===== src/rtl/renderer_pkg.sv =====
// Shared types for the renderer coordinate scan: counter widths, the
// receiver FSM state, and the per-beat error event bundle.
package renderer_pkg;

    localparam int HCOUNT_W = 11;
    localparam int VCOUNT_W = 10;

    typedef enum logic {
        WAIT_SOF = 1'b0,
        ACTIVE   = 1'b1
    } state_t;

    // Packed MSB-first so the struct maps directly onto err_status[2:0].
    typedef struct packed {
        logic sof_mid;
        logic late_eol;
        logic early_eol;
    } err_evt_t;

endpackage


===== src/rtl/renderer_coord_recover.sv =====
// Recovers (hcount, vcount) from a SOF/EOL-marked row-major pixel stream and
// re-emits each pixel with its coordinates through one output register stage.
module renderer_coord_recover
    import renderer_pkg::*;
#(
    parameter int START_X = 0,
    parameter int END_X   = 640,
    parameter int START_Y = 0,
    parameter int END_Y   = 480,
    parameter int DATA_W  = 16
) (
    input  logic                aclk,
    input  logic                rst_in,
    input  logic                s_tvalid,
    output logic                s_tready,
    input  logic [DATA_W-1:0]   s_tdata,
    input  logic                s_tuser,
    input  logic                s_tlast,
    output logic                m_valid,
    input  logic                m_ready,
    output logic [DATA_W-1:0]   m_data,
    output logic [HCOUNT_W-1:0] m_hcount,
    output logic [VCOUNT_W-1:0] m_vcount,
    output logic                m_eof,
    input  logic                clear_err,
    output logic [2:0]          err_status
);

    localparam logic [HCOUNT_W-1:0] X_FIRST = HCOUNT_W'(START_X);
    localparam logic [HCOUNT_W-1:0] X_LAST  = HCOUNT_W'(END_X - 1);
    localparam logic [VCOUNT_W-1:0] Y_FIRST = VCOUNT_W'(START_Y);
    localparam logic [VCOUNT_W-1:0] Y_LAST  = VCOUNT_W'(END_Y - 1);

    state_t                state, state_nxt;
    logic [HCOUNT_W-1:0]   x, x_nxt, cx;
    logic [VCOUNT_W-1:0]   y, y_nxt, cy;
    logic                  acc, emit, at_end, wrap, eof;
    err_evt_t              evt;

    assign s_tready = !m_valid || m_ready;
    assign acc      = s_tvalid && s_tready;

    // cx/cy are the coordinates of the beat being accepted; SOF forces them
    // back to the region origin so EOL checks see the resynchronised column.
    always_comb begin
        state_nxt = state;
        x_nxt     = x;
        y_nxt     = y;
        cx        = x;
        cy        = y;
        emit      = 1'b0;
        at_end    = 1'b0;
        wrap      = 1'b0;
        eof       = 1'b0;
        evt       = '0;
        if (acc) begin
            if (s_tuser) begin
                cx          = X_FIRST;
                cy          = Y_FIRST;
                emit        = 1'b1;
                evt.sof_mid = (state == ACTIVE);
            end else begin
                emit = (state == ACTIVE);
            end
            if (emit) begin
                at_end        = (cx == X_LAST);
                wrap          = at_end || s_tlast;
                evt.early_eol = s_tlast && !at_end;
                evt.late_eol  = at_end && !s_tlast;
                eof           = wrap && (cy == Y_LAST);
                if (eof) begin
                    state_nxt = WAIT_SOF;
                    x_nxt     = X_FIRST;
                    y_nxt     = Y_FIRST;
                end else begin
                    state_nxt = ACTIVE;
                    if (wrap) begin
                        x_nxt = X_FIRST;
                        y_nxt = cy + VCOUNT_W'(1);
                    end else begin
                        x_nxt = cx + HCOUNT_W'(1);
                        y_nxt = cy;
                    end
                end
            end
        end
    end

    always_ff @(posedge aclk) begin
        if (rst_in) begin
            state <= WAIT_SOF;
            x     <= X_FIRST;
            y     <= Y_FIRST;
        end else begin
            state <= state_nxt;
            x     <= x_nxt;
            y     <= y_nxt;
        end
    end

    // Output stage: loads only on an emitted beat, otherwise holds until taken.
    always_ff @(posedge aclk) begin
        if (rst_in) begin
            m_valid  <= 1'b0;
            m_data   <= '0;
            m_hcount <= X_FIRST;
            m_vcount <= Y_FIRST;
            m_eof    <= 1'b0;
        end else if (acc && emit) begin
            m_valid  <= 1'b1;
            m_data   <= s_tdata;
            m_hcount <= cx;
            m_vcount <= cy;
            m_eof    <= eof;
        end else if (m_ready) begin
            m_valid  <= 1'b0;
        end
    end

    // A fresh error event survives a simultaneous clear.
    always_ff @(posedge aclk) begin
        if (rst_in) begin
            err_status <= '0;
        end else if (clear_err) begin
            err_status <= evt;
        end else begin
            err_status <= err_status | evt;
        end
    end

endmodule


===== config.mk =====
export PLATFORM = sky130hd
export DESIGN_NAME = renderer_coord_recover
export DESIGN_NICKNAME = d
export VERILOG_FILES = /design/src/rtl/renderer_pkg.sv /design/src/rtl/renderer_coord_recover.sv
export SDC_FILE = /design/constraint.sdc
export NUM_CORES = 1
export LEC_CHECK = 0
export CAP_MARGIN = 20
export CORE_ASPECT_RATIO = 2
export CORE_MARGIN = 2
export CORE_UTILIZATION = 35
export CTS_BUF_LIST = sky130_fd_sc_hd__clkbuf_2
export CTS_CLUSTER_SIZE = 10
export DETAILED_ROUTE_END_ITERATION = 12
export GPL_ROUTABILITY_DRIVEN = 0
export PLACE_DENSITY = 0.62
export SLEW_MARGIN = 40
export SYNTH_ARGS = -nofsm -noshare
export SYNTH_HDL_FRONTEND = slang
export SYNTH_SLANG_ARGS = --single-unit

===== constraint.sdc =====
create_clock -name aclk -period 2.81 [get_ports aclk]
set_input_delay 0.562 -clock aclk [delete_from_list [all_inputs] [get_ports aclk]]
set_output_delay 0.562 -clock aclk [all_outputs]
set_load 0.01 [all_outputs]

==> summary.txt <==
Status: completed
CP Launch Point: m_ready
CTS sink count: 64
Ys async rst share: 0%
Via count: 2,746
Die Area: 0.00872 mm2
Endpoints failing setup: 0
Maximum clock frequency: 411 MHz
Routed Antenna Nets: 0
Comb pwr share: 14.2%
Initial antenna violation count: 0
Mapped Area: 0.00278 mm2
PD cells: 424 mW/mm2
DPL Wire Length: 5180 um
Fin util: 48.0%
Worst vdd ir: 0.000243 V
Largest net degree at the start of global routing: 68
CP Class: input pin to output pin
PostCTS Resize Cnt: 0
Worst EP arrival: 1.87 ns
Crit. End Element: output pin
Unrepaired setup endpoints after global routing: no
Clock Latency Late Sink: 0.52 ns
GR Util All Layers: 18.2%
H-tree Lvls: 3
Drt wl/cell: 14.6 um
Die height: 130 um
Pre-CTS setup slack: -0.112 ns
CTS Buffer Depth: 2
Area Growth Syn to Fin: 35.2%
Seq/Total Area, Yosys: 46.1%
Root Buffer: clkbuf_2
Final Hold Viols: 0
Minimum clock period: 2.44 ns
CTS tree: yes
Detailed Route WL: 7500 um
Row cnt: 46
Cts hold-fix bufs: 0
Mapped Nets: 358
Period utilization: 86.7%
Instance area after placement: 0.00368 mm2
IO Port Bufs: 65
Overflow after GRT: 0
DRC viols: 0
Worst EP required: 2.25 ns
Initial Util: 35.5%
Reg power frac: 58.9%
Core area: 0.00783 mm2
IO Count: 66
Clock Power Share: 26.9%
Setup Fix Bufs, Post-CTS: 0
Proportion of layout cells with a drive suffix above 1: 12.5%
Worst r2r path cells: 9
Switching part of the total power: 28.5%
Pre-antenna DRT Iters: 5
Reg-to-reg endpoint: y[2]$_SDFFE_PP0P_
Unique masters post-synth: 47
Crit path max fanout: 9
Pins over their slew limit: 0
Final instance area: 0.00376 mm2
Normalized max-slew margin: 49.4%
Post-Syn Instances: 333
Syn avg cell area: 8.35 um2
Width of the chip: 67.0 um
Nets: 437
Hold Crit Class: flop to flop
CP startpoint kind: input pin
Final cell count without fillers: 513
Sw power: 454 uW
CTS Buf Count: 9
Least-Margin Pin Slew: 0.759 ns
Antenna Cells: 0
Vias per std cell: 5.35
Number of flops mapped to enable cells by yosys: 0
First-pass GRT wire length: 12,300 um
Max Clock Skew: 0.0230 ns
Final WS setup: 0.374 ns
Int Power: 1.14 mW
Vias in the first global route: 2,515
Cells after DPL: 497
Reg2reg start: x[0]$_SDFFE_PP0P_
Leakage: 1.35 nW
1st-iter DRT viols: 200
Most used DFF post-synth: dfxtp_1
Clk slew on worst S/H paths: 0.15 ns
R2r setup slk: 0.61 ns
Seq cells post-synth: 64
CP Capture Point: s_tready
Number of max-cap violations: 0
Synth Warn #: 0
==> worst min path at each step <==
stage,from,to,slack [ns],depth (start not counted)
after floorplan,x[1]$_SDFFE_PP0P_,x[1]$_SDFFE_PP0P_,0.44,2
after global routing,rst_in,m_hcount[7]$_SDFFE_PP0P_,0.47,3
after CTS,rst_in,m_hcount[7]$_SDFFE_PP0P_,0.46,3
after global placement,m_data[3]$_SDFFE_PP0P_,m_data[3]$_SDFFE_PP0P_,0.44,2
final,m_data[6]$_SDFFE_PP0P_,m_data[6]$_SDFFE_PP0P_,0.46,2
after detailed placement,m_data[12]$_SDFFE_PP0P_,m_data[12]$_SDFFE_PP0P_,0.45,2
==> placed cells by master, fill, tap and decap left out, types with 2 or more instances in the layout <==
cell / count
o211ai_1: 2
and2_1: 3
a32oi_1: 2
nand2b_1: 7
nand3_1: 8
and3_1: 4
a21oi_1: 31
a311oi_1: 8
clkdlybuf4s50_1: 64
nor2b_1: 5
buf_4: 28
nor4_1: 4
nand4_1: 4
clkinv_1: 3
nor3_1: 6
nor2_1: 32
a41oi_1: 4
clkbuf_2: 10
o21ai_0: 12
nand2_1: 49
ha_1: 2
and4_1: 3
inv_1: 5
clkinv_2: 3
a31oi_1: 4
a22oi_1: 23
dfxtp_1: 64
==> metrics by stage <==
step / power, mW / setup TNS (ns) / hold slack (ns)
5_1_grt: 1.69 / 0 / 0.467
2_1_floorplan: 1.07 / 0 / 0.440
4_1_cts: 1.62 / 0 / 0.457
6_report: 1.60 / 0 / 0.464
3_5_place_dp: 1.19 / -0.637 / 0.446
3_3_place_gp: 1.18 / -0.906 / 0.441
==> per-layer routing <==
layer	routed length [um]	GRT usage [%]	part of all wire [%]	up-vias
li1	-	-	-	1364
met1	3370	24.1	45	1296
met2	3650	27.5	49	78
met3	385	4.57	5.1	8
met4	102	8.64	1.4	0
met5	0	0	0	-
==> cells by family (layout without fill, tap and decap cells) <==
group	Yosys count	in the layout	share of synthesized area, %
adders and majority gates	2	2	0.900
and+or+nand+nor	139	139	25.2
AOI/OAI and AO/OA	96	96	23.2
buffers and inverters	31	115	4.36
DFF	64	64	46.1
xor gates and xnor gates	1	1	0.315
==> cell type report <==
| type | count | area, um2 |
|---|---|---|
| clock buffers | 10 | 50.0 |
| clock inverters | 6 | 26.3 |
| fillers | 787 | 4070 |
| inverters | 5 | 18.8 |
| multi-input cells | 238 | 1390 |
| flip-flops and latches | 64 | 1280 |
| well taps | 96 | 120 |
| repair buffers | 94 | 876 |
==> Yosys cell counts (2+ instances only) <==
cell type  number  area, um2
nand3_1         9       45.0
nor2b_1         6       37.5
ha_1            2       25.0
a22oi_1        23        173
nor3_1          6       30.0
dfxtp_1        64       1280
clkbuf_1       17       63.8
nand2b_1        7       43.8
a41oi_1         4       35.0
nor2_1         33        124
a311oi_1        8       70.1
and4_1          3       26.3
buf_1           5       18.8
nor4_1          4       25.0
nand4_1         4       25.0
buf_2           4       20.0
and2_1          3       18.8
and3_1          4       25.0
a31oi_1         4       25.0
o211ai_1        2       15.0
a32oi_1         2       17.5
o21ai_0        12       60.1
nand2_1        49        184
a21oi_1        31        155
inv_1           5       18.8
==> worst max-delay path, cell delays in order <==
cell	delay (ns)
clkdlybuf4s50_1	0.45
nand2b_1	0.15
buf_4	0.17
clkdlybuf4s50_1	0.54
==> registers in the layout, summed over array words and instances (netlist names) <==
name	count
y	10
state	1
m_eof	1
m_hcount	11
m_data	16
x	11
m_vcount	10
err_status	3
m_valid	1
==> power groups by stage <==
stage / registers [mW] / clock network, mW / logic [mW]
floorplan: 0.966 / 0 / 0.100
finish: 0.940 / 0.430 / 0.226
CTS: 0.940 / 0.455 / 0.229
global placement: 0.958 / 0 / 0.222
global route: 0.943 / 0.495 / 0.248
detailed placement: 0.959 / 0 / 0.228
(Power assumes the default switching activity.)
